$ cat src/rtl/osc_pkg.sv
// Shared oscilloscope ADC constants and sampler FSM state encoding.
// Used by the ADC sampler and downstream waveform buffer logic.
package osc_pkg;

    localparam int ADC_DATA_W     = 8;
    localparam int ADC_SAMPLE_DIV = 100;
    localparam int ADC_CONVST_LO  = 2;
    localparam int ADC_T_CONV     = 42;
    localparam int ADC_RD_LO      = 3;

    typedef enum logic [2:0] {
        IDLE = 3'd0,
        CONV = 3'd1,
        WAIT = 3'd2,
        READ = 3'd3,
        DONE = 3'd4
    } state_e;

endpackage

$ cat src/rtl/osc_tick_div.sv
// Sample-period divider: tick is combinational, high when the counter sits at 0 and en=1.
// Counter wraps at SAMPLE_DIV-1 while enabled and is held at 0 while disabled; no backpressure.
module osc_tick_div #(
    parameter int SAMPLE_DIV = 100
) (
    input  logic clk,
    input  logic rst,
    input  logic en,
    output logic tick
);

    localparam int CW = $clog2(SAMPLE_DIV);

    logic [CW-1:0] cnt_q, cnt_d;

    always_comb begin
        cnt_d = '0;
        if (en) begin
            cnt_d = (cnt_q == CW'(SAMPLE_DIV - 1)) ? '0 : cnt_q + CW'(1);
        end
    end

    assign tick = en && (cnt_q == '0);

    always_ff @(posedge clk or negedge rst) begin
        if (!rst) begin
            cnt_q <= '0;
        end else begin
            cnt_q <= cnt_d;
        end
    end

endmodule

$ cat src/rtl/adc_sampler.sv
// Parallel ADC strobe sequencer and capture: sample_valid rises CONVST_LO+T_CONV+RD_LO+1 cycles after a tick.
// A held, unconsumed sample blocks publication; the new sample is dropped and counted in overrun_cnt.
module adc_sampler #(
    parameter int DATA_W     = osc_pkg::ADC_DATA_W,
    parameter int SAMPLE_DIV = osc_pkg::ADC_SAMPLE_DIV,
    parameter int CONVST_LO  = osc_pkg::ADC_CONVST_LO,
    parameter int T_CONV     = osc_pkg::ADC_T_CONV,
    parameter int RD_LO      = osc_pkg::ADC_RD_LO
) (
    input  logic              clk,
    input  logic              rst,
    input  logic              run,
    input  logic [DATA_W-1:0] trig_level,
    input  logic [DATA_W-1:0] db,
    output logic              convstb,
    output logic              csb,
    output logic              rdb,
    output logic [DATA_W-1:0] sample_data,
    output logic              sample_valid,
    input  logic              sample_ready,
    output logic              trig_pulse,
    output logic [7:0]        overrun_cnt
);

    import osc_pkg::*;

    // Phase counter counts down from (phase length - 1) to 0 in each timed state.
    localparam logic [7:0] CONV_LAST = 8'(CONVST_LO - 1);
    localparam logic [7:0] WAIT_LAST = 8'(T_CONV - 1);
    localparam logic [7:0] RD_LAST   = 8'(RD_LO - 1);

    logic              tick;
    state_e            state_q, state_d;
    logic [7:0]        phase_q, phase_d;
    logic              convstb_q, convstb_d;
    logic              csb_q, csb_d;
    logic              rdb_q, rdb_d;
    logic [DATA_W-1:0] cap_q, cap_d;
    logic [DATA_W-1:0] data_q, data_d;
    logic              valid_q, valid_d;
    logic              trig_q, trig_d;
    logic [7:0]        ovr_q, ovr_d;
    logic [DATA_W-1:0] prev_q, prev_d;

    osc_tick_div #(.SAMPLE_DIV(SAMPLE_DIV)) u_tick_div (
        .clk  (clk),
        .rst  (rst),
        .en   (run),
        .tick (tick)
    );

    always_comb begin
        state_d   = state_q;
        phase_d   = phase_q;
        convstb_d = 1'b1;
        csb_d     = 1'b1;
        rdb_d     = 1'b1;
        cap_d     = cap_q;
        data_d    = data_q;
        valid_d   = valid_q;
        trig_d    = trig_q;
        ovr_d     = ovr_q;
        prev_d    = prev_q;

        if (valid_q && sample_ready) begin
            valid_d = 1'b0;
            trig_d  = 1'b0;
        end

        case (state_q)
            IDLE: begin
                if (tick) begin
                    state_d   = CONV;
                    phase_d   = CONV_LAST;
                    convstb_d = 1'b0;
                end
            end
            CONV: begin
                if (phase_q == '0) begin
                    state_d = WAIT;
                    phase_d = WAIT_LAST;
                end else begin
                    phase_d   = phase_q - 8'd1;
                    convstb_d = 1'b0;
                end
            end
            WAIT: begin
                if (phase_q == '0) begin
                    state_d = READ;
                    phase_d = RD_LAST;
                    csb_d   = 1'b0;
                    rdb_d   = 1'b0;
                end else begin
                    phase_d = phase_q - 8'd1;
                end
            end
            READ: begin
                if (phase_q == '0) begin
                    state_d = DONE;
                    cap_d   = db;
                end else begin
                    phase_d = phase_q - 8'd1;
                    csb_d   = 1'b0;
                    rdb_d   = 1'b0;
                end
            end
            DONE: begin
                state_d = IDLE;
                prev_d  = cap_q;
                if (!valid_q || sample_ready) begin
                    data_d  = cap_q;
                    valid_d = 1'b1;
                    trig_d  = (prev_q < trig_level) && (cap_q >= trig_level);
                end else if (ovr_q != 8'hFF) begin
                    ovr_d = ovr_q + 8'd1;
                end
            end
            default: state_d = IDLE;
        endcase
    end

    always_ff @(posedge clk or negedge rst) begin
        if (!rst) begin
            state_q   <= IDLE;
            phase_q   <= '0;
            convstb_q <= 1'b1;
            csb_q     <= 1'b1;
            rdb_q     <= 1'b1;
            cap_q     <= '0;
            data_q    <= '0;
            valid_q   <= 1'b0;
            trig_q    <= 1'b0;
            ovr_q     <= '0;
            prev_q    <= '0;
        end else begin
            state_q   <= state_d;
            phase_q   <= phase_d;
            convstb_q <= convstb_d;
            csb_q     <= csb_d;
            rdb_q     <= rdb_d;
            cap_q     <= cap_d;
            data_q    <= data_d;
            valid_q   <= valid_d;
            trig_q    <= trig_d;
            ovr_q     <= ovr_d;
            prev_q    <= prev_d;
        end
    end

    assign convstb      = convstb_q;
    assign csb          = csb_q;
    assign rdb          = rdb_q;
    assign sample_data  = data_q;
    assign sample_valid = valid_q;
    assign trig_pulse   = trig_q;
    assign overrun_cnt  = ovr_q;

endmodule
$ cat config.mk
export PLATFORM = sky130hd
export DESIGN_NAME = adc_sampler
export DESIGN_NICKNAME = d
export VERILOG_FILES = /design/src/rtl/osc_pkg.sv /design/src/rtl/osc_tick_div.sv /design/src/rtl/adc_sampler.sv
export SDC_FILE = /design/constraint.sdc
export NUM_CORES = 1
export LEC_CHECK = 0
export CAP_MARGIN = 20
export CORE_MARGIN = 2
export CORE_UTILIZATION = 49
export DETAILED_ROUTE_END_ITERATION = 10
export PLACE_DENSITY = 0.76
export SLEW_MARGIN = 5
export SYNTH_ARGS = -nofsm -noshare
export SYNTH_HDL_FRONTEND = slang
export SYNTH_SLANG_ARGS = --single-unit
$ cat constraint.sdc
create_clock -name clk -period 1.85 [get_ports clk]
set_clock_uncertainty 0.15 [all_clocks]
set_input_delay 0.37 -clock clk [delete_from_list [all_inputs] [get_ports clk]]
set_output_delay 0.37 -clock clk [all_outputs]
set_load 0.05 [all_outputs]
# Yosys cells after proc, flatten, opt, wreduce, memory -nomap -nowiden
# Cells that the tools add are included.
# Widths: inputs -> output; s select.
[classes]
bitwise_logic = 1
eq_ne = 11
addsub = 3
mux = 23
n_reduce_logical = 14
magnitude_cmp = 2
[op_table]
columns = ["operator", "n"]
rows = [
  ["$mux 8", 4],
  ["$pmux 8 s4", 1],
  ["$mux 7", 2],
  ["$mux 3", 4],
  ["$pmux 3 s4", 1],
  ["$ne 2x2->1 const B", 5],
  ["$mux 1", 9],
  ["$add 8x1->8 const B", 1],
  ["$ge 8x8->1", 1],
  ["$logic_not 8->1", 1],
  ["$lt 8x8->1", 1],
  ["$ne 8x8->1 const B", 1],
  ["$sub 8x1->8 const B", 1],
  ["$add 7x1->7 const B", 1],
  ["$eq 7x7->1 const B", 1],
  ["$logic_not 7->1", 1],
  ["$eq 3x2->1 const B", 2],
  ["$reduce_and 3->1", 2],
  ["$pmux 1 s2", 2],
  ["$reduce_and 2->1", 2],
  ["$reduce_and 4->1", 1],
  ["$reduce_bool 4->1", 1],
  ["$eq 3x1->1 const B", 1],
  ["$eq 3x3->1 const B", 1],
  ["5 further kinds", 7],
]
[word_totals]
in_bits = 20
register_bits = 54
out_inout_bits = 21
word_cells = 65

# Depth between registers and ports, before layout
[logic_depth]
depth_word = 4
ltp_mapped = 8

# By module
# From an unflattened synthesis, not the netlist that was laid out.
[unflattened]
hier_cells = 250
area_unflattened_um2 = 2845.2
[by_module_without_submodules]
columns = ["module", "instances", "seq_area_each_um2", "area_each_um2", "cells_per_inst"]
rows = [
  ["adc_sampler", 1, 1178.6, 2461.1, 213],
  ["osc_tick_div", 1, 175.2, 384.1, 37],
]

# Worst setup path before layout
# No wires, ideal clock.
[synth_timing]
path_kind = "register to register"
start = "register ovr_q[0] (netlist: overrun_cnt[0])"
end = "register ovr_q[5] (netlist: overrun_cnt[5])"
n_path_buf = 0
path_stages_with_launch = 7
setup_time_ns = 0.082
setup_slack_ns = -0.301
arrival_ns = 1.920
required_ns = 1.618
cell_sequence = "dfrtp_1 > ha_1 > and3_1 > a211oi_4 > nand4_1 > nor2_1 > xor2_1"
[synth_between]
elab_chain_len = 2
elab_cells_between_ends = 3
[synth_lines]
columns = ["item", "line_no", "source"]
rows = [
  ["from (decl)", "adc_sampler.sv:42", "logic [7:0] ovr_q, ovr_d;"],
  ["from (signal assigned)", "adc_sampler.sv:145", "ovr_q <= ovr_d;"],
  ["branches (longest 2 deep; another with $add 8x1->8)", "-", ""],
]
# Parallel ways; which one is timed is not known.
# A chain may end at the register's enable or synchronous reset.

# Worst setup path after layout
[layout_timing]
start = "register phase_q[3]"
end = "register cap_q[2]"
[layout_between]
elab_chain_len = 2
[layout_lines]
columns = ["item", "line_no", "source"]
rows = [
  ["from (decl)", "adc_sampler.sv:34", "logic [7:0] phase_q, phase_d;"],
  ["from (signal assigned)", "adc_sampler.sv:137", "phase_q <= phase_d;"],
  ["$logic_not 8->1", "adc_sampler.sv:98", "if (phase_q == '0) begin"],
  ["$reduce_and 2->1 (no line)", "-", ""],
  ["to (signal assigned)", "adc_sampler.sv:141", "cap_q <= cap_d;"],
  ["to (decl)", "adc_sampler.sv:38", "logic [DATA_W-1:0] cap_q, cap_d;"],
]
# No other way between the ends.

==> summary.txt <==
Status - complete, but fails checks
Failing checks - setup timing
Fin cells - 417
Diodes inserted - 0
DRT Pass-1 Iters - 4
Peak supply drop - 0.000283 V
Synth Area in XOR/XNOR - 4.34%
Number of global-route vias before repair - 2191
Post-Place Worst Slack - -0.416 ns
Post-synth net total - 296
Clk root buf - clkbuf_8
TritonCTS Buffers - 5
WS Path Type - reg2reg
Gp weighted congestion - 0.825
First-pass GRT wire length - 9.93 mm
Post-synth EDFFs - 0
Slew HR - 68.9%
Final hold vios - 0
Slew Limit Fails - 0
Worst-skew pair later-pin latency - 0.32 ns
Reg2reg start - phase_q[3]
Reg clk slew, reported paths - 0.10 ns
Worst-margin pin slew - 0.466 ns
Hold Crit Class - reg2reg
Cell taking the most area after synthesis - dfrtp_1
CTS tree - built
Final WS setup - -0.113 ns
# IOs - 41
Final WL - 6.06 mm
Share of the synthesized area in the top cell type - 46.1%
CP Max Fanout - 11
FFs w/ async S/R, synth - 100%
CTS Sinks - 54
Mapped Cells - 256
Top FF cell, synth - dfrtp_1
GR Util All Layers - 20.0%
Residual DRC - 0
CORE AREA - 0.00554 sq mm
Area growth from synthesis to layout - 38.8%
Simple-gate share of the synthesized area - 14.8%
P per Cell Area - 516 mW/mm^2
Overflow after GRT - 0
Largest family of logic cells by synthesized area - simple AND/OR/NAND/NOR gates
Starting Density - 51.0%
Num rows - 27
Die area - 0.00639 sq mm
FF-to-FF setup slack - -0.11 ns
Seq/Total Area, Yosys - 47.9%
Die X - 79.9 um
Reg2reg end - cap_q[2]
Tmin final - 1.96 ns
Via-to-Cell Ratio - 5.35
WP data arrival - 2.02 ns
Clock buffer depth - 2
Max-cap violations - 0
Critical Path Source - phase_q[3]
Share of cells above drive strength 1 - 38.3%
Synthesized area - 0.00283 sq mm
CP Capture Type - flop
Die H - 79.9 um
ANT nets after route - 0
H-tree depth - 2
WL/cell - 14.5 um
Yosys Warn Count - 0
Avg Inst Size Synth - 11.0 sq um
Vias - 2229
Port buffer count - 40
Fin crit share - 106%
Count leader, synth - dfrtp_1
Hold Path Cell Cnt - 1
Nets - 384
Largest net degree at the start of global routing - 21
Post-Route Setup TNS - -0.911 ns
Initial antenna violation count - 0
Inst Count DP - 399
Hpwl dp - 4.45 mm
CP Data Required Time - 1.90 ns
Worst setup SP type - flop
FMAX - 509 MHz
R2r worst-path depth - 4
Hold_sp - u_tick_div.cnt_q[0]
Compound-Gate Fraction of Synth Area - 10.6%
Synth Area in Adders - 8.86%
Detailed router's first-iteration violation count - 102
Final setup violation count - 12
LEAKAGE - 2.00 nW
Top post-synthesis cells by count - dfrtp_1 (52), ha_1 (20), nand2_1 (20), nor2_1 (19)
Flops & latches, synth - 54
Synth area leaders - dfrtp_1 (46%), ha_1 (8.9%), mux2_2 (7.2%)
Post-synth cell types - 51
RSZ-0062 raised after global routing - yes
Mux contribution to synthesized area - 9.65%
Hold endpoint - u_tick_div.cnt_q[0]
cell type report:
class | instances | area [sq um]
fill | 409 | 1620
multi-input combinational | 177 | 1490
sequential | 54 | 1360
timing repair buffer | 88 | 816
tap | 72 | 90.1
clock buffer | 5 | 68.8
inverter | 18 | 67.6
clock inverter | 3 | 28.8
registers in the layout, indices dropped and copies added, names as in the netlist:
name              count
convstb               1
sample_data           8
overrun_cnt           8
rdb                   1
prev_q                8
cap_q                 8
sample_valid          1
state_q               3
u_tick_div.cnt_q      7
phase_q               8
trig_pulse            1
worst max-delay path by stage:
stage / to / cells past startpoint
3_3_place_gp: trig_pulse / 8
5_1_grt: phase_q[1] / 6
2_1_floorplan: overrun_cnt[5] / 6
4_1_cts: cap_q[2] / 4
3_5_place_dp: trig_pulse / 8
6_report: cap_q[2] / 4
per-layer routing:
metal / up-vias / global-route usage (%) / wire length [um]
met1: 1100 / 26.4 / 2760
met3: 9 / 3.96 / 205
li1: 1081 / - / -
met2: 39 / 32.8 / 2980
met4: 0 / 7.12 / 115
met5: - / 0 / 0
power by group:
part	total, mW	switching, mW	leakage (nW)	internal (mW)
clock network	0.710	0.426	0.0506	0.284
registers	1.19	0.00521	0.702	1.18
logic	0.122	0.0568	1.25	0.0655
critical path, cell delays in order (launching register included):
cell and delay (ns):
dfrtp_1 0.41, or4_4 0.56, nor3_4 0.23, buf_12 0.17, mux2_2 0.33
kinds of logic (layout without fill, tap and decap cells):
family	Yosys count	in the layout
AND/OR/NAND/NOR	77	77
XOR/XNOR	14	14
adder cells (fa/ha/maj)	20	20
multiplexers	23	23
flip-flops	54	54
AO/OA/AOI/OAI	43	43
buffers and inverters	25	114
per-stage QoR:
stage	util [%]	hold slack, ns	cell area (sq um)	power, mW
5_1_grt	70.8	0.382	3920	2.11
2_1_floorplan	-	-0.0756	2860	1.25
4_1_cts	68.6	0.340	3800	2.04
3_5_place_dp	65.6	0.198	3630	1.33
6_report	70.8	0.337	3920	2.02
3_3_place_gp	65.6	0.202	3630	1.33
placed cells by master (no fill, tap or decap), types with 2 or more instances in the layout:
master / count
dfrtp_2: 4
or3_1: 2
buf_4: 58
a211oi_2: 2
a21oi_2: 2
mux2_4: 6
clkdlybuf4s50_1: 17
nand2_1: 19
and4_1: 2
a21o_1: 7
and3_1: 3
a211oi_1: 3
buf_6: 2
clkbuf_8: 5
inv_1: 15
nand3_1: 5
mux2_2: 16
o21ai_1: 4
buf_12: 8
o32ai_2: 2
ha_1: 17
ha_4: 2
nand2_2: 2
inv_2: 3
dfstp_2: 2
nand2b_1: 3
nand4_1: 7
xnor2_1: 9
a21oi_1: 5
o21ai_0: 8
nor2_1: 19
dfrtp_1: 48
xor2_1: 5
repair_timing:
action | CTS | global route
setup endpoints to repair | 19 | 23
gates resized for setup | 9 | 19
hold endpoints to repair | 14 | 0
buffers inserted | 2 | 7
hold buffers | 1 | 0
pin swaps | 4 | 10
No activity file was read; power rests on OpenSTA's default activity.
